<file path="src/rtl/id_ex_register_if.sv">
// ID/EX pipeline bundle: decode-side fields in, execute-side fields
// and the bubble/instruction counters out.
interface id_ex_register_if;
    // Decode-side fields
    logic        valid_D;
    logic        ctrl_register_file_WE_D;
    logic        ctrl_srcB_D;
    logic        ctrl_register_file_WA_D;
    logic        ctrl_data_memory_WE_D;
    logic        ctrl_result_D;
    logic        branch_D;
    logic [3:0]  ctrl_ALU_D;
    logic [31:0] RD1_D;
    logic [31:0] RD2_D;
    logic [31:0] imm_ext_D;
    logic [31:0] PC_D;
    logic [31:0] PC_plus4_D;
    logic [4:0]  rs1_D;
    logic [4:0]  rs2_D;
    logic [4:0]  rd_D;

    // Execute-side fields
    logic        valid_E;
    logic        ctrl_register_file_WE_E;
    logic        ctrl_srcB_E;
    logic        ctrl_register_file_WA_E;
    logic        ctrl_data_memory_WE_E;
    logic        ctrl_result_E;
    logic        branch_E;
    logic [3:0]  ctrl_ALU_E;
    logic [31:0] RD1_E;
    logic [31:0] RD2_E;
    logic [31:0] imm_ext_E;
    logic [31:0] PC_E;
    logic [31:0] PC_plus4_E;
    logic [4:0]  rs1_E;
    logic [4:0]  rs2_E;
    logic [4:0]  rd_E;

    // Statistics
    logic [31:0] bubble_count;
    logic [31:0] instr_count;

    // Decode stage side: drives the _D fields, observes the _E fields
    modport master (
        output valid_D, ctrl_register_file_WE_D, ctrl_srcB_D, ctrl_register_file_WA_D,
               ctrl_data_memory_WE_D, ctrl_result_D, branch_D, ctrl_ALU_D,
               RD1_D, RD2_D, imm_ext_D, PC_D, PC_plus4_D, rs1_D, rs2_D, rd_D,
        input  valid_E, ctrl_register_file_WE_E, ctrl_srcB_E, ctrl_register_file_WA_E,
               ctrl_data_memory_WE_E, ctrl_result_E, branch_E, ctrl_ALU_E,
               RD1_E, RD2_E, imm_ext_E, PC_E, PC_plus4_E, rs1_E, rs2_E, rd_E,
               bubble_count, instr_count
    );

    // Pipeline register side: consumes the _D fields, produces the _E fields
    modport slave (
        input  valid_D, ctrl_register_file_WE_D, ctrl_srcB_D, ctrl_register_file_WA_D,
               ctrl_data_memory_WE_D, ctrl_result_D, branch_D, ctrl_ALU_D,
               RD1_D, RD2_D, imm_ext_D, PC_D, PC_plus4_D, rs1_D, rs2_D, rd_D,
        output valid_E, ctrl_register_file_WE_E, ctrl_srcB_E, ctrl_register_file_WA_E,
               ctrl_data_memory_WE_E, ctrl_result_E, branch_E, ctrl_ALU_E,
               RD1_E, RD2_E, imm_ext_E, PC_E, PC_plus4_E, rs1_E, rs2_E, rd_E,
               bubble_count, instr_count
    );
endinterface

</file>
<file path="src/rtl/id_ex_register.sv">
// ID/EX pipeline register with stall, flush (bubble insertion), masking of
// side-effecting controls for invalid decode slots, and saturating
// bubble/instruction counters. Everything visible downstream is registered.
module id_ex_register (
    input  logic              clk,
    input  logic              rst,
    input  logic              stall_E,
    input  logic              flush_E,
    id_ex_register_if.slave   bus
);

    // One action per edge, chosen in strict priority order
    typedef enum logic [1:0] {
        ACT_RESET,
        ACT_FLUSH,
        ACT_STALL,
        ACT_LOAD
    } action_e;

    action_e action;

    logic        valid_q,   valid_d;
    logic        rfWe_q,    rfWe_d;
    logic        srcB_q,    srcB_d;
    logic        rfWa_q,    rfWa_d;
    logic        dmWe_q,    dmWe_d;
    logic        result_q,  result_d;
    logic        branch_q,  branch_d;
    logic [3:0]  alu_q,     alu_d;
    logic [31:0] rd1_q,     rd1_d;
    logic [31:0] rd2_q,     rd2_d;
    logic [31:0] imm_q,     imm_d;
    logic [31:0] pc_q,      pc_d;
    logic [31:0] pcPlus4_q, pcPlus4_d;
    logic [4:0]  rs1_q,     rs1_d;
    logic [4:0]  rs2_q,     rs2_d;
    logic [4:0]  rd_q,      rd_d;

    logic [31:0] bubble_count_q, bubble_count_d;
    logic [31:0] instr_count_q,  instr_count_d;

    logic bubbleInc;
    logic instrInc;

    // Pick the single action for this edge: reset beats flush beats stall beats load
    always_comb begin
        action = ACT_LOAD;
        if (rst) begin
            action = ACT_RESET;
        end else if (flush_E) begin
            action = ACT_FLUSH;
        end else if (stall_E) begin
            action = ACT_STALL;
        end
    end

    // Next value of every stage field; an invalid slot loads its datapath but never its side effects
    always_comb begin
        valid_d   = valid_q;
        rfWe_d    = rfWe_q;
        srcB_d    = srcB_q;
        rfWa_d    = rfWa_q;
        dmWe_d    = dmWe_q;
        result_d  = result_q;
        branch_d  = branch_q;
        alu_d     = alu_q;
        rd1_d     = rd1_q;
        rd2_d     = rd2_q;
        imm_d     = imm_q;
        pc_d      = pc_q;
        pcPlus4_d = pcPlus4_q;
        rs1_d     = rs1_q;
        rs2_d     = rs2_q;
        rd_d      = rd_q;

        unique case (action)
            ACT_RESET, ACT_FLUSH: begin
                valid_d   = 1'b0;
                rfWe_d    = 1'b0;
                srcB_d    = 1'b0;
                rfWa_d    = 1'b0;
                dmWe_d    = 1'b0;
                result_d  = 1'b0;
                branch_d  = 1'b0;
                alu_d     = 4'd0;
                rd1_d     = 32'd0;
                rd2_d     = 32'd0;
                imm_d     = 32'd0;
                pc_d      = 32'd0;
                pcPlus4_d = 32'd0;
                rs1_d     = 5'd0;
                rs2_d     = 5'd0;
                rd_d      = 5'd0;
            end
            ACT_STALL: begin
            end
            ACT_LOAD: begin
                valid_d   = bus.valid_D;
                rfWe_d    = bus.ctrl_register_file_WE_D & bus.valid_D;
                srcB_d    = bus.ctrl_srcB_D;
                rfWa_d    = bus.ctrl_register_file_WA_D;
                dmWe_d    = bus.ctrl_data_memory_WE_D & bus.valid_D;
                result_d  = bus.ctrl_result_D;
                branch_d  = bus.branch_D & bus.valid_D;
                alu_d     = bus.ctrl_ALU_D;
                rd1_d     = bus.RD1_D;
                rd2_d     = bus.RD2_D;
                imm_d     = bus.imm_ext_D;
                pc_d      = bus.PC_D;
                pcPlus4_d = bus.PC_plus4_D;
                rs1_d     = bus.rs1_D;
                rs2_d     = bus.rs2_D;
                rd_d      = bus.rd_D;
            end
            default: begin
            end
        endcase
    end

    // Counter steering: a flush (even with stall) or an invalid load is a bubble, a valid load is an instruction
    always_comb begin
        bubbleInc = (action == ACT_FLUSH) || ((action == ACT_LOAD) && !bus.valid_D);
        instrInc  = (action == ACT_LOAD) && bus.valid_D;

        bubble_count_d = bubble_count_q;
        instr_count_d  = instr_count_q;

        if (action == ACT_RESET) begin
            bubble_count_d = 32'd0;
            instr_count_d  = 32'd0;
        end else begin
            if (bubbleInc && (bubble_count_q != 32'hFFFF_FFFF)) begin
                bubble_count_d = bubble_count_q + 32'd1;
            end
            if (instrInc && (instr_count_q != 32'hFFFF_FFFF)) begin
                instr_count_d = instr_count_q + 32'd1;
            end
        end
    end

    // Stage field register; reset is folded into the next-state logic so it is synchronous
    always_ff @(posedge clk) begin
        valid_q   <= valid_d;
        rfWe_q    <= rfWe_d;
        srcB_q    <= srcB_d;
        rfWa_q    <= rfWa_d;
        dmWe_q    <= dmWe_d;
        result_q  <= result_d;
        branch_q  <= branch_d;
        alu_q     <= alu_d;
        rd1_q     <= rd1_d;
        rd2_q     <= rd2_d;
        imm_q     <= imm_d;
        pc_q      <= pc_d;
        pcPlus4_q <= pcPlus4_d;
        rs1_q     <= rs1_d;
        rs2_q     <= rs2_d;
        rd_q      <= rd_d;
    end

    // Counter register
    always_ff @(posedge clk) begin
        bubble_count_q <= bubble_count_d;
        instr_count_q  <= instr_count_d;
    end

    assign bus.valid_E                 = valid_q;
    assign bus.ctrl_register_file_WE_E = rfWe_q;
    assign bus.ctrl_srcB_E             = srcB_q;
    assign bus.ctrl_register_file_WA_E = rfWa_q;
    assign bus.ctrl_data_memory_WE_E   = dmWe_q;
    assign bus.ctrl_result_E           = result_q;
    assign bus.branch_E                = branch_q;
    assign bus.ctrl_ALU_E              = alu_q;
    assign bus.RD1_E                   = rd1_q;
    assign bus.RD2_E                   = rd2_q;
    assign bus.imm_ext_E               = imm_q;
    assign bus.PC_E                    = pc_q;
    assign bus.PC_plus4_E              = pcPlus4_q;
    assign bus.rs1_E                   = rs1_q;
    assign bus.rs2_E                   = rs2_q;
    assign bus.rd_E                    = rd_q;
    assign bus.bubble_count            = bubble_count_q;
    assign bus.instr_count             = instr_count_q;

endmodule
</file>
<file path="src/flat_wrapper.sv">
// flat-port wrapper written by rule: the top's interface ports become plain ports
module id_ex_register_flat 
  (clk, rst, stall_E, flush_E, bus_valid_D, bus_ctrl_register_file_WE_D, bus_ctrl_srcB_D, bus_ctrl_register_file_WA_D, bus_ctrl_data_memory_WE_D, bus_ctrl_result_D, bus_branch_D, bus_ctrl_ALU_D, bus_RD1_D, bus_RD2_D, bus_imm_ext_D, bus_PC_D, bus_PC_plus4_D, bus_rs1_D, bus_rs2_D, bus_rd_D, bus_valid_E, bus_ctrl_register_file_WE_E, bus_ctrl_srcB_E, bus_ctrl_register_file_WA_E, bus_ctrl_data_memory_WE_E, bus_ctrl_result_E, bus_branch_E, bus_ctrl_ALU_E, bus_RD1_E, bus_RD2_E, bus_imm_ext_E, bus_PC_E, bus_PC_plus4_E, bus_rs1_E, bus_rs2_E, bus_rd_E, bus_bubble_count, bus_instr_count);
  id_ex_register_if bus_i ();
  input  logic clk;
  input  logic rst;
  input  logic stall_E;
  input  logic flush_E;
  input wire logic [$bits(bus_i.valid_D)-1:0] bus_valid_D;
  input wire logic [$bits(bus_i.ctrl_register_file_WE_D)-1:0] bus_ctrl_register_file_WE_D;
  input wire logic [$bits(bus_i.ctrl_srcB_D)-1:0] bus_ctrl_srcB_D;
  input wire logic [$bits(bus_i.ctrl_register_file_WA_D)-1:0] bus_ctrl_register_file_WA_D;
  input wire logic [$bits(bus_i.ctrl_data_memory_WE_D)-1:0] bus_ctrl_data_memory_WE_D;
  input wire logic [$bits(bus_i.ctrl_result_D)-1:0] bus_ctrl_result_D;
  input wire logic [$bits(bus_i.branch_D)-1:0] bus_branch_D;
  input wire logic [$bits(bus_i.ctrl_ALU_D)-1:0] bus_ctrl_ALU_D;
  input wire logic [$bits(bus_i.RD1_D)-1:0] bus_RD1_D;
  input wire logic [$bits(bus_i.RD2_D)-1:0] bus_RD2_D;
  input wire logic [$bits(bus_i.imm_ext_D)-1:0] bus_imm_ext_D;
  input wire logic [$bits(bus_i.PC_D)-1:0] bus_PC_D;
  input wire logic [$bits(bus_i.PC_plus4_D)-1:0] bus_PC_plus4_D;
  input wire logic [$bits(bus_i.rs1_D)-1:0] bus_rs1_D;
  input wire logic [$bits(bus_i.rs2_D)-1:0] bus_rs2_D;
  input wire logic [$bits(bus_i.rd_D)-1:0] bus_rd_D;
  output wire logic [$bits(bus_i.valid_E)-1:0] bus_valid_E;
  output wire logic [$bits(bus_i.ctrl_register_file_WE_E)-1:0] bus_ctrl_register_file_WE_E;
  output wire logic [$bits(bus_i.ctrl_srcB_E)-1:0] bus_ctrl_srcB_E;
  output wire logic [$bits(bus_i.ctrl_register_file_WA_E)-1:0] bus_ctrl_register_file_WA_E;
  output wire logic [$bits(bus_i.ctrl_data_memory_WE_E)-1:0] bus_ctrl_data_memory_WE_E;
  output wire logic [$bits(bus_i.ctrl_result_E)-1:0] bus_ctrl_result_E;
  output wire logic [$bits(bus_i.branch_E)-1:0] bus_branch_E;
  output wire logic [$bits(bus_i.ctrl_ALU_E)-1:0] bus_ctrl_ALU_E;
  output wire logic [$bits(bus_i.RD1_E)-1:0] bus_RD1_E;
  output wire logic [$bits(bus_i.RD2_E)-1:0] bus_RD2_E;
  output wire logic [$bits(bus_i.imm_ext_E)-1:0] bus_imm_ext_E;
  output wire logic [$bits(bus_i.PC_E)-1:0] bus_PC_E;
  output wire logic [$bits(bus_i.PC_plus4_E)-1:0] bus_PC_plus4_E;
  output wire logic [$bits(bus_i.rs1_E)-1:0] bus_rs1_E;
  output wire logic [$bits(bus_i.rs2_E)-1:0] bus_rs2_E;
  output wire logic [$bits(bus_i.rd_E)-1:0] bus_rd_E;
  output wire logic [$bits(bus_i.bubble_count)-1:0] bus_bubble_count;
  output wire logic [$bits(bus_i.instr_count)-1:0] bus_instr_count;
  assign bus_i.valid_D = bus_valid_D;
  assign bus_i.ctrl_register_file_WE_D = bus_ctrl_register_file_WE_D;
  assign bus_i.ctrl_srcB_D = bus_ctrl_srcB_D;
  assign bus_i.ctrl_register_file_WA_D = bus_ctrl_register_file_WA_D;
  assign bus_i.ctrl_data_memory_WE_D = bus_ctrl_data_memory_WE_D;
  assign bus_i.ctrl_result_D = bus_ctrl_result_D;
  assign bus_i.branch_D = bus_branch_D;
  assign bus_i.ctrl_ALU_D = bus_ctrl_ALU_D;
  assign bus_i.RD1_D = bus_RD1_D;
  assign bus_i.RD2_D = bus_RD2_D;
  assign bus_i.imm_ext_D = bus_imm_ext_D;
  assign bus_i.PC_D = bus_PC_D;
  assign bus_i.PC_plus4_D = bus_PC_plus4_D;
  assign bus_i.rs1_D = bus_rs1_D;
  assign bus_i.rs2_D = bus_rs2_D;
  assign bus_i.rd_D = bus_rd_D;
  assign bus_valid_E = bus_i.valid_E;
  assign bus_ctrl_register_file_WE_E = bus_i.ctrl_register_file_WE_E;
  assign bus_ctrl_srcB_E = bus_i.ctrl_srcB_E;
  assign bus_ctrl_register_file_WA_E = bus_i.ctrl_register_file_WA_E;
  assign bus_ctrl_data_memory_WE_E = bus_i.ctrl_data_memory_WE_E;
  assign bus_ctrl_result_E = bus_i.ctrl_result_E;
  assign bus_branch_E = bus_i.branch_E;
  assign bus_ctrl_ALU_E = bus_i.ctrl_ALU_E;
  assign bus_RD1_E = bus_i.RD1_E;
  assign bus_RD2_E = bus_i.RD2_E;
  assign bus_imm_ext_E = bus_i.imm_ext_E;
  assign bus_PC_E = bus_i.PC_E;
  assign bus_PC_plus4_E = bus_i.PC_plus4_E;
  assign bus_rs1_E = bus_i.rs1_E;
  assign bus_rs2_E = bus_i.rs2_E;
  assign bus_rd_E = bus_i.rd_E;
  assign bus_bubble_count = bus_i.bubble_count;
  assign bus_instr_count = bus_i.instr_count;
  id_ex_register u_core (.clk(clk), .rst(rst), .stall_E(stall_E), .flush_E(flush_E), .bus(bus_i));
endmodule
</file>
<file path="config.mk">
export PLATFORM = sky130hd
export DESIGN_NAME = id_ex_register_flat
export DESIGN_NICKNAME = d
export VERILOG_FILES = /design/src/rtl/id_ex_register_if.sv /design/src/rtl/id_ex_register.sv /design/src/flat_wrapper.sv
export SDC_FILE = /design/constraint.sdc
export NUM_CORES = 1
export LEC_CHECK = 0
export ABC_AREA = 1
export CAP_MARGIN = 10
export CORE_AREA = 4 4 170 172
export DETAILED_ROUTE_END_ITERATION = 6
export DIE_AREA = 0 0 174 176
export GPL_ROUTABILITY_DRIVEN = 0
export HOLD_SLACK_MARGIN = 0.12
export PLACE_DENSITY_LB_ADDON = 0.12
export SYNTH_ARGS = -nofsm -noshare
export SYNTH_HDL_FRONTEND = slang
export SYNTH_SLANG_ARGS = --single-unit
</file>
<file path="constraint.sdc">
create_clock -name clk -period 6.8 [get_ports clk]
set_input_delay 1.36 -clock clk [delete_from_list [all_inputs] [get_ports clk]]
set_output_delay 1.36 -clock clk [all_outputs]
set_load 0.02 [all_outputs]
</file>
== After elaboration in Yosys (flattened, before gate mapping) ==
Cells that the tools add are included.

* Register bits after elaboration: 250
* Input bits: 190
* Output and inout bits: 250
* Word-level logic and storage cells: 55

* Add/subtract/negate cells: 2
* Equality and inequality tests: 4
* Mux-type cells: 19
* Bitwise gates (word level): 3
* Reductions and logical operators: 9

{| class="wikitable"
|+ Operators with widths
! operator !! count
|-
| 32-bit case mux with 2 select lines || 5
|-
| 32-bit by 1-bit adder with 32-bit output, second input constant || 2
|-
| 32-bit != test, second input constant || 2
|-
| 5-bit case mux with 2 select lines || 3
|-
| 1-bit case mux with 2 select lines || 7
|-
| 4-bit case mux with 2 select lines || 1
|-
| 1-bit logical AND || 4
|-
| 2-bit 2-to-1 mux || 2
|-
| 1-bit AND || 3
|-
| 2-bit by 1-bit equality test with 1-bit output, second input constant || 1
|-
| 2-bit equality test, second input constant || 1
|-
| 2-bit zero test || 1
|-
| 2-bit nonzero test || 1
|-
| 2-bit OR reduction || 1
|-
| 1-bit zero test || 1
|-
| 1-bit logical OR || 1
|-
| 1-bit 2-to-1 mux || 1
|}

== Longest topological paths before layout ==
Gate-level depths: netlist of run 1.

* Word-level depth: 7
* Gate-level depth with buffers: 11
* Depth with buffers taken out: 11

== Worst setup path before layout of run 1 ==
No wires, ideal clock.

* Path kind: input port to flip-flop
* From: input rst
* To: register u_core.pc_q[0] (netlist: u_core.bus.PC_E[0]), enable pin
* Setup time: 1,499 ps
* Data arrival time: 4,664 ps
* Data required time: 5,301 ps
* Setup slack: 636 ps
* Cell stages on the path: 3
* Path buffers: 1
* Path through: buf_4 nor2_4 nand2_1

* Word-level cells in the longest chain between the ends: 4

{| class="wikitable"
|+ RTL lines
! item !! RTL line !! text
|-
| start, declared || flat_wrapper.sv:6 || <nowiki>input logic rst;</nowiki>
|-
| 2-bit 2-to-1 mux * || id_ex_register.sv:48 || <nowiki>if (rst) begin</nowiki>
|-
| 2-bit by 1-bit equality test with 1-bit output or 2-bit zero test (tied branches) || id_ex_register.sv:76 || <nowiki>unique case (action)</nowiki>
|-
| 2-bit OR reduction || id_ex_register.sv:76 ||
|-
| 2-bit nonzero test (no line) * || n/a ||
|-
| end signal, assigned || id_ex_register.sv:154 || <nowiki>pc_q <= pc_d;</nowiki>
|-
| end, declared || id_ex_register.sv:33 || <nowiki>logic [31:0] pc_q, pc_d;</nowiki>
|}

Every way passes the cells marked *; elsewhere a longest branch is shown, timed or not.
A chain may end at the register's enable or synchronous reset.

== Worst setup path in the final report of run 1 ==
* From: input rst
* To: register u_core.bubble_count_q[31] (netlist: u_core.bus.bubble_count[31])

* Word-level cells in the longest chain between the ends: 5

{| class="wikitable"
|+ RTL lines
! item !! RTL line !! text
|-
| 2-bit 2-to-1 mux * || id_ex_register.sv:48 ||
|-
| 2-bit equality test || id_ex_register.sv:122 || <nowiki>bubbleInc = (action == ACT_FLUSH) || ((action == ACT_LOAD) && !bus.valid_D);</nowiki>
|-
| 1-bit logical AND || id_ex_register.sv:122 ||
|-
| 1-bit logical OR || id_ex_register.sv:122 ||
|-
| 1-bit logical AND || id_ex_register.sv:132 || <nowiki>if (bubbleInc && (bubble_count_q != 32'hFFFF_FFFF)) begin</nowiki>
|-
| end signal, assigned || id_ex_register.sv:163 || <nowiki>bubble_count_q <= bubble_count_d;</nowiki>
|-
| end, declared || id_ex_register.sv:39 || <nowiki>logic [31:0] bubble_count_q, bubble_count_d;</nowiki>
|}

Marks and branches as above.

==> results.yml, run 1 <==
critical_path:
  end_kind: "flop"
  startpoint_type: "input port"
  cp-startpoint: "rst"
  timing.critical_path.cells: "clkdlybuf4s50_1 -> inv_2 -> nand2_2 -> nor2_2 -> nand2_1 -> nor2_1 -> nand3_2 -> nand2_1 -> nor2_1"
  critPathMaxFanout: 57
  criticalPathCategory: "in -> reg"
  worst_ep_arrival_time_ns: 4.12
  cp_slowest_cell: "inv_2"
  r2r_start: "u_core.bus.bubble_count[1]"
  setup.reg_to_reg.worst_slack_ns: 4.56
  crit_path_required_time_ns: 7.22
  cpPeakStageDelay_ns: 0.89
sta:
  total_count_of_max_transition_violations_in_the_final_report: 0
  setup_total_negative_slack_ns: 0
  hold_viol: 0
  achievable-frequency_mhz: 270.1
  final_min_period_over_clock_period_pct: 54.45
  finClkSkew_ns: 0.006112
  rsz_0062_raised_after_global_routing: "no"
  timing_worst_slew_pin_value_ns: 1.020
  setup_viol: 0
  maxSlewHeadroom_pct: 31.99
  hold-worst-slack_ns: 0.5274
  period_minus_slack_ns: 3.703
place:
  placement.cell_area_um2: 15900
  dp.final_hpwl_mm: 27.49
  dp_cells: 1990
  placement.io_buffers: 439
synthesis:
  synth.area.top_cells: "edfxtp_1 (50%), dfxtp_1 (11%), nor2_1 (11%), inv_1 (8.1%), nand2_1 (6.2%)"
  synth.yosys.seq_area_share_pct: 60.97
  synth_top_flop_cell: "edfxtp_1"
  syn-instance-count: 1237
  synth.distinct_cells: 33
  asyncSetResetFlopFracSynth_pct: 0
  synth.ff_latch_count: 250
  avgSynthCellArea_um2: 9.104
  synthesis.area_um2: 11260
  synth_fp_nets: 1429
  synth.yosys.warnings: 0
  netlist.top_cell.by_area: "edfxtp_1"
  synth_enable_flop_cells: 186
  yosysTopAreaCellShare_pct: 49.59
routing:
  wirelength_mm: 36.32
  routed_via_density: 4.607
  detail-route-antenna-nets: 0
  drc_errors: 0
  route.vias.total: 9421
  final_routed_wire_length_divided_by_cell_count_um: 17.76
  drt_iter0_markers: 591
  firstDrtPassIters: 5
clock_tree:
  cts.clk_slew.worst_paths_ns: 0.06
  postCtsHoldBufs: 0
  inserted_clock_buffers: 28
  skew_pair_late_insertion_delay_ns: 0.53
  cts_tree: "yes"
  root_buffer: "clkbuf_16"
  cts.sinks: 250
  cts_max_level: 1
  cts.repair_timing.setup_buffer_count: 0
  cts_max_path_buffers: 3
  cts.repair.resized: 0
power:
  p_int_mw: 2.841
  share_clk_of_total_power_pct: 40.6
  register_share_of_total_power_pct: 46.9
  peakVddDrop_mv: 0.1561
  sw_share_pct: 23.11
  comb_power_share_pct: 12.5
  post_layout_total_power_mw: 3.695
  power_per_cell_area_nw_per_um2: 219.6
  leakage_nw: 7.241
  total_switching_power_uw: 854.0
final_layout:
  fill_cell_total_of_the_finished_layout: 2316
  layout.cells.non_filler: 2045
  multiInputGateArea_um2: 3228
  finalNetCount: 1866
  syn2layout_area_growth_pct: 49.36
  final_design_area_no_fill_um2: 16820
  drive_gt1_share_pct: 7.193
  area.sequential_um2: 6867
global_route:
  grt_start_max_net_pins: 81
  grt_pass1_vias: 9136
  grt_pass1_wl_mm: 54.12
  total_congestion_overflow: 0
  overall_routing_resource_usage_pct: 22.50
  antenna_found_initial: 7
die:
  coreArea_um2: 27480
  floorplan.initialDensity_pct: 40.99
  die-area_um2: 30620
  floorplan.io_pins: 440
  floorplan.die.width_um: 174
  floorplan.die.height_um: 176
  fp-row-count: 61
run:
  max_cap_violations: 0
status:
  outcome: "finished, final reports clean"
hold_path:
  min_delay_worst_type: "reg -> reg"
  start_point_of_the_worst_min_delay_path: "u_core.bus.instr_count[0]"
-- cells in the mapped netlist (2+ instances only) --
master	n
nor2_1	332
inv_1	244
edfxtp_1	186
nand2_1	185
dfxtp_1	64
a21oi_1	42
nand3_1	32
nand3_2	24
buf_2	18
nor2_2	15
nand2_2	11
nand4_1	11
o21ai_0	9
nor3_1	8
buf_6	7
xor2_1	7
a21oi_2	6
clkbuf_1	5
inv_2	5
nor2_4	5
buf_4	3
nand2_4	3
nand3_4	3
and2_1	2
ha_1	2
-- path summary, 6_finish.rpt --
path                            endpoint  cells past startpoint
max          u_core.bus.bubble_count[31]                      9
min            u_core.bus.instr_count[0]                      2
max reg2reg   u_core.bus.bubble_count[2]                      9
min reg2reg    u_core.bus.instr_count[0]                      2
-- final cells by class --
class / instances / share of cell area [%]
diodes: 3 / 0.04463
clock buffers: 40 / 4.798
clock inverters: 12 / 0.6397
inverters: 249 / 5.556
multi-input cells: 702 / 19.19
flip-flops and latches: 250 / 40.82
well taps: 346 / 2.574
repair buffers: 443 / 26.38
-- power groups by stage --
stage	Sequential [mW]	Clock, mW	Combinational [mW]
3_3_place_gp	1.76	0	0.460
4_1_cts	1.73	1.53	0.466
6_report	1.73	1.50	0.460
5_1_grt	1.74	1.59	0.487
3_5_place_dp	1.77	0	0.464
2_1_floorplan	1.87	0	0.0784
-- layer usage --
layer  global-route usage, %  vias to the layer above  part of all wire [%]
met5                       0                        -                  0.14
met4                   7.357                        8                   3.3
met3                   7.066                       72                   7.8
met2                   40.97                      303                    51
met1                   25.07                     4353                    37
li1                        -                     4685                     -
-- logic make-up after synthesis --
group | synth area share, %
AOI/OAI and AO/OA | 2.811
xor gates and xnor gates | 0.6222
adders and majority gates | 0.2222
buffers and inverters | 10.50
DFF | 60.97
and+or+nand+nor | 24.88
-- metrics by stage --
stage          util, %  setup WS [ns]
2_1_floorplan        -         0.6364
3_3_place_gp     57.86          2.579
3_5_place_dp     57.86          2.502
4_1_cts          61.19          3.058
5_1_grt          61.22          2.783
6_report         61.22          3.097
-- registers in the layout, summed over array words and instances (netlist names) --
register,count
u_core.bus.ctrl_register_file_WE_E,1
u_core.bus.rd_E,5
u_core.bus.RD2_E,32
u_core.bus.ctrl_srcB_E,1
u_core.bus.branch_E,1
u_core.bus.ctrl_register_file_WA_E,1
u_core.bus.ctrl_data_memory_WE_E,1
u_core.bus.rs1_E,5
u_core.bus.valid_E,1
u_core.bus.ctrl_ALU_E,4
u_core.bus.ctrl_result_E,1
u_core.bus.PC_plus4_E,32
u_core.bus.bubble_count,32
u_core.bus.rs2_E,5
u_core.bus.PC_E,32
u_core.bus.instr_count,32
u_core.bus.RD1_E,32
u_core.bus.imm_ext_E,32
-- cell usage in the layout (no fill, tap or decap) --
cell	netlist	final
nor2_2	15	15
ha_1	2	2
nor2_4	5	5
nand2_2	11	11
o21ai_2	1	1
nand2_4	3	5
inv_2	5	5
xnor2_1	1	1
buf_12	1	1
nand3_1	32	32
edfxtp_1	186	186
nand3_2	24	24
nor2_1	332	332
nand2_1	185	183
inv_1	244	244
nand4_1	11	11
buf_4	3	3
clkbuf_1	5	7
or2_2	1	1
xor2_1	7	7
dfxtp_1	64	64
nor3_1	8	8
nand3_4	3	3
and2_1	2	2
clkinvlp_4	0	1
bufinv_16	0	2
clkdlybuf4s50_1	0	439
o21ai_0	9	9
nand3b_1	1	1
clkbuf_8	1	4
clkinv_2	0	5
diode_2	0	3
clkinv_1	0	4
nor2_8	1	1
a21oi_2	6	6
clkbuf_16	0	29
a21oi_1	42	42
-- critical path, delay by kind of cell --
family / cells / cell delay, ns
AND/OR/NAND/NOR: 7 / 1.13
buffers and inverters: 2 / 1.62
No activity file was read; power rests on OpenSTA's default activity.
==> run 2: changes to the inputs <==
--- a/config.mk
+++ b/config.mk
@@ -7,9 +7,10 @@
 export LEC_CHECK = 0
 export ABC_AREA = 1
 export CAP_MARGIN = 10
-export CORE_AREA = 4 4 170 172
+export CORE_ASPECT_RATIO = 1.4
+export CORE_MARGIN = 4
+export CORE_UTILIZATION = 40
 export DETAILED_ROUTE_END_ITERATION = 6
-export DIE_AREA = 0 0 174 176
 export GPL_ROUTABILITY_DRIVEN = 0
 export HOLD_SLACK_MARGIN = 0.12
 export PLACE_DENSITY_LB_ADDON = 0.12
==> constraint.sdc (replaced) <==
create_clock -name clk -period 3.25 [get_ports clk]
set_input_delay 0.65 -clock clk [delete_from_list [all_inputs] [get_ports clk]]
set_output_delay 0.65 -clock clk [all_outputs]
set_load 0.02 [all_outputs]
==> run 2 against run 1 <==
Via count is 0.36% lower. Combinational power is 110% higher. Sequential share of layout area is 0.094 points lower. Count of clock-buffer cells in the layout is 10 lower. Core utilization is 0.26 points lower. Hold slack worse by 0.012 ns. Final area is 0.23% higher. Wire length is 0.33% lower. Highest routed layer unchanged.
==> results.yml, run 2 (same netlist as run 1, synthesis figures left out) <==
status:
  outcome: "finished, final reports clean"
clock_tree:
  skew_pair_late_insertion_delay_ns: 0.52
  cts_max_path_buffers: 3
  inserted_clock_buffers: 26
  cts.repair_timing.setup_buffer_count: 0
  postCtsHoldBufs: 0
  cts_max_level: 1
  cts.clk_slew.worst_paths_ns: 0.06
  cts.repair.resized: 0
  cts.sinks: 250
  cts_tree: "yes"
  root_buffer: "clkbuf_16"
sta:
  rsz_0062_raised_after_global_routing: "no"
  hold_viol: 0
  total_count_of_max_transition_violations_in_the_final_report: 0
  maxSlewHeadroom_pct: 55.23
  setup_viol: 0
  final_min_period_over_clock_period_pct: 72.77
  setup_total_negative_slack_ns: 0
  achievable-frequency_mhz: 422.8
  timing_worst_slew_pin_value_ns: 0.6716
  period_minus_slack_ns: 2.365
  finClkSkew_ns: 0.007855
routing:
  drc_errors: 0
  routed_via_density: 4.533
  detail-route-antenna-nets: 0
  final_routed_wire_length_divided_by_cell_count_um: 17.48
  route.vias.total: 9387
  wirelength_mm: 36.20
  drt_iter0_markers: 556
  firstDrtPassIters: 5
global_route:
  met2_usage_pct: 41.61
  met3_usage_pct: 6.857
  antenna_found_initial: 5
  grt_pass1_vias: 8974
  grt_pass1_wl_mm: 53.14
  use_met1_pct: 24.66
  grt-busiest-layer: "met2"
  overall_routing_resource_usage_pct: 22.35
  grt_start_max_net_pins: 65
  total_congestion_overflow: 0
critical_path:
  critPathMaxFanout: 6
  crit-reg2reg-capture: "u_core.bus.bubble_count[2]"
  r2r_start: "u_core.bus.bubble_count[0]"
  setup.reg_to_reg.worst_slack_ns: 1.02
  cp-startpoint: "u_core.bus.instr_count[28]"
  crit_path_required_time_ns: 2.60
  end_kind: "output pin"
  cpPeakStageDelay_ns: 0.67
  reg2regPathDepth: 9
  timing.critical_path.cells: "clkdlybuf4s50_1"
  crit_buf_inv: 1
  path_delay_family: "buffers and inverters"
  cp_slowest_cell: "clkdlybuf4s50_1"
  worst_ep_arrival_time_ns: 1.72
  criticalPathCategory: "reg -> out"
  startpoint_type: "flop"
hold_path:
  hold_path_cells: 2
  min_delay_worst_type: "reg -> reg"
  start_point_of_the_worst_min_delay_path: "u_core.bus.bubble_count[1]"
  min_to: "u_core.bus.bubble_count[1]"
final_layout:
  drive_gt1_share_pct: 7.416
  finalNetCount: 1873
  final_design_area_no_fill_um2: 16860
  fin_util_pct: 60.96
  fill_cell_total_of_the_finished_layout: 2429
  syn2layout_area_growth_pct: 49.71
  commonest_non_fill_non_tap_cells_in_the_layout: "clkdlybuf4s50_1 (439), nor2_1 (332), inv_1 (244)"
  mostFrequentLayoutCell: "clkdlybuf4s50_1"
die:
  die-area_um2: 30940
  fp-row-count: 72
  floorplan.io_pins: 440
  floorplan.initialDensity_pct: 40.72
  coreArea_um2: 27660
  floorplan.die.width_um: 149.8
  floorplan.die.height_um: 206.5
place:
  placement.cell_area_um2: 16070
  placement.io_buffers: 439
  dp.final_hpwl_mm: 28.08
power:
  peakVddDrop_mv: 0.4242
  leakage_nw: 7.247
  power_per_cell_area_nw_per_um2: 438.8
  post_layout_total_power_mw: 7.397
run:
  max_cap_violations: 0
[run 2: worst register-to-register path: stages, from the launching register on]
cell and delay [ns]:
dfxtp_1 0.41, ha_1 0.21, nand2_1 0.09, nor2_2 0.14
nand2_2 0.12, nor2_4 0.15, nand3_4 0.51, nand2_1 0.35
nand2_1 0.07, a21oi_1 0.11
[run 2: worst max path at each step]
stage                     depth (start not counted)                                 end  slack (ns)
after floorplan                                   3                  u_core.bus.PC_E[0]        0.68
after CTS                                         1                bus_bubble_count[18]        0.84
after detailed placement                         11         u_core.bus.bubble_count[31]        0.70
after global routing                              9          u_core.bus.bubble_count[2]        0.80
after global placement                            5  u_core.bus.ctrl_register_file_WA_E        0.75
final                                             1                 bus_instr_count[28]        0.88
[run 2: where the power goes]
group,internal (mW),total (mW),switching [mW]
Clock,1.58,2.79,1.21
Sequential,3.58,3.63,0.0487
Combinational,0.501,0.980,0.479
[run 2: routing by layer]
metal,part of all wire (%),routed length (um),vias to the layer above
li1,-,-,4717
met1,35,12700,4300
met2,53,19310,324
met3,9.7,3529,42
met4,1.7,633,4
met5,0.083,30,-
[run 2: area by class of cell]
type / instances / area, um^2 / area share (%)
repair buffers: 452 / 4567 / 27.09
multi-input cells: 702 / 3237 / 19.20
flip-flops and latches: 250 / 6867 / 40.73
well taps: 370 / 462.9 / 2.746
clock buffers: 30 / 686.9 / 4.074
inverters: 249 / 934.6 / 5.544
clock inverters: 16 / 100.1 / 0.5937
diodes: 2 / 5.005 / 0.02968
[run 2: per-stage QoR]
| stage | setup WS [ns] | cells | hold slack, ns |
|---|---|---|---|
| final | 0.8849 | 2071 | 0.5150 |
| after global routing | 0.8004 | 2071 | 0.5446 |
| after CTS | 0.8374 | 2069 | 0.5162 |
| after detailed placement | 0.6991 | 2023 | 0.5061 |
| after global placement | 0.7469 | 2023 | 0.5067 |
| after floorplan | 0.6771 | 1237 | 0.5685 |
==> run 3: changes to the inputs <==
--- a/config.mk
+++ b/config.mk
@@ -7,10 +7,9 @@
 export LEC_CHECK = 0
 export ABC_AREA = 1
 export CAP_MARGIN = 10
-export CORE_ASPECT_RATIO = 1.4
-export CORE_MARGIN = 4
-export CORE_UTILIZATION = 40
+export CORE_AREA = 4 4 170 172
 export DETAILED_ROUTE_END_ITERATION = 6
+export DIE_AREA = 0 0 174 176
 export GPL_ROUTABILITY_DRIVEN = 0
 export HOLD_SLACK_MARGIN = 0.12
 export PLACE_DENSITY_LB_ADDON = 0.12
==> constraint.sdc (replaced) <==
create_clock -name clk -period 2.4 [get_ports clk]
set_input_delay 0.48 -clock clk [delete_from_list [all_inputs] [get_ports clk]]
set_output_delay 0.48 -clock clk [all_outputs]
set_load 0.02 [all_outputs]
==> run 3 against run 2 <==
Sequential share of layout area fell by 0.37 points. Critical path depth did not move. Worst setup slack got worse by 0.66 ns. Wire length barely moved. Clock power rose by 51%. Core utilization rose by 0.96 points. Highest routed layer unchanged.
==> results.yml, run 3 (same netlist as run 1, synthesis figures left out) <==
critical_path:
  crit_path_required_time_ns: 1.92
  r2r_start: "u_core.bus.bubble_count[0]"
  critPathMaxFanout: 7
  crit_buf_inv: 1
  criticalPathCategory: "reg -> out"
  startpoint_type: "flop"
  end_kind: "output pin"
  worst_ep_arrival_time_ns: 1.69
  cpPeakStageDelay_ns: 0.67
  cp-startpoint: "u_core.bus.bubble_count[13]"
  path_delay_family: "buffers and inverters"
  cp_slowest_cell: "clkdlybuf4s50_1"
  timing.critical_path.cells: "clkdlybuf4s50_1"
global_route:
  grt_start_max_net_pins: 96
  overall_routing_resource_usage_pct: 22.49
  grt_pass1_vias: 9140
  antenna_found_initial: 7
  total_congestion_overflow: 0
  grt_pass1_wl_mm: 54.21
routing:
  route.vias.total: 9399
  drc_errors: 0
  wirelength_mm: 36.17
  firstDrtPassIters: 5
  routed_via_density: 4.563
  detail-route-antenna-nets: 0
  drt_iter0_markers: 589
  final_routed_wire_length_divided_by_cell_count_um: 17.56
clock_tree:
  cts.sinks: 250
  skew_pair_late_insertion_delay_ns: 0.53
  inserted_clock_buffers: 28
  cts.repair.resized: 0
  cts.clk_slew.worst_paths_ns: 0.06
  cts_max_path_buffers: 3
  postCtsHoldBufs: 0
  cts_tree: "yes"
  cts.repair_timing.setup_buffer_count: 0
  root_buffer: "clkbuf_16"
  cts_max_level: 1
final_layout:
  commonest_non_fill_non_tap_cells_in_the_layout: "clkdlybuf4s50_1 (439), nor2_1 (332), inv_1 (244)"
  drive_gt1_share_pct: 8.070
  finalNetCount: 1880
  mostFrequentLayoutCell: "clkdlybuf4s50_1"
  final_design_area_no_fill_um2: 17010
  syn2layout_area_growth_pct: 51.06
die:
  floorplan.initialDensity_pct: 40.99
  coreArea_um2: 27480
  floorplan.die.height_um: 176
  fp-row-count: 61
  floorplan.die.width_um: 174
  floorplan.io_pins: 440
  die-area_um2: 30620
sta:
  rsz_0062_raised_after_global_routing: "no"
  setup_total_negative_slack_ns: 0
  finClkSkew_ns: 0.01723
  postLayoutSetupSlackWorst_ns: 0.2284
  achievable-frequency_mhz: 460.5
  period_minus_slack_ns: 2.172
  maxSlewHeadroom_pct: 59.35
  timing_worst_slew_pin_value_ns: 0.6098
  hold_viol: 0
  setup_viol: 0
  final_min_period_over_clock_period_pct: 90.48
  total_count_of_max_transition_violations_in_the_final_report: 0
status:
  outcome: "finished, final reports clean"
place:
  placement.io_buffers: 439
  dp.final_hpwl_mm: 27.73
  placement.cell_area_um2: 16100
  pre_cts_ws_ns: 0.1286
hold_path:
  min_delay_worst_type: "reg -> reg"
  start_point_of_the_worst_min_delay_path: "u_core.bus.instr_count[0]"
power:
  power_per_cell_area_nw_per_um2: 614.8
  peakVddDrop_mv: 0.4657
  leakage_nw: 7.336
run:
  max_cap_violations: 0
run 3: path summary, 6_finish.rpt:
path	to	slack, ns	depth (start not counted)
worst max-delay path	bus_bubble_count[13]	0.23	1
worst min-delay path	u_core.bus.instr_count[0]	0.54	2
worst max register to register	u_core.bus.bubble_count[3]	0.42	10
worst min register to register	u_core.bus.instr_count[0]	0.54	2
run 3: where the power goes:
part	switching (mW)	internal, mW
Combinational	0.651	0.683
Clock	1.72	2.49
Sequential	0.0683	4.84
Total	2.44	8.02
run 3: stage by stage:
step                      hold WS (ns)  total power [mW]  instances  utilization, %
after floorplan                 0.5685             5.503       1237               -
after global routing            0.5631             10.83       2060           61.92
after global placement          0.5142             6.328       2004           58.60
after detailed placement        0.5249             6.348       2004           58.60
after CTS                       0.5349             10.58       2056           61.88
final                           0.5382             10.46       2060           61.92
run 3: layout make-up:
class                      count  area [um^2]
fill                        2374        10460
inverter                     249        934.6
tap                          346        432.9
antenna                        4        10.01
clock buffer                  39        787.0
sequential                   250         6867
multi-input combinational    702         3237
clock inverter                13        115.1
timing repair buffer         457         4629
run 3: layer usage:
metal	part of all wire [%]	track usage [%]	vias to the layer above
met5	0.088	0	-
li1	-	-	4730
met1	37	25.40	4296
met3	8.5	7.473	56
met2	51	40.66	311
met4	2.5	6.532	6
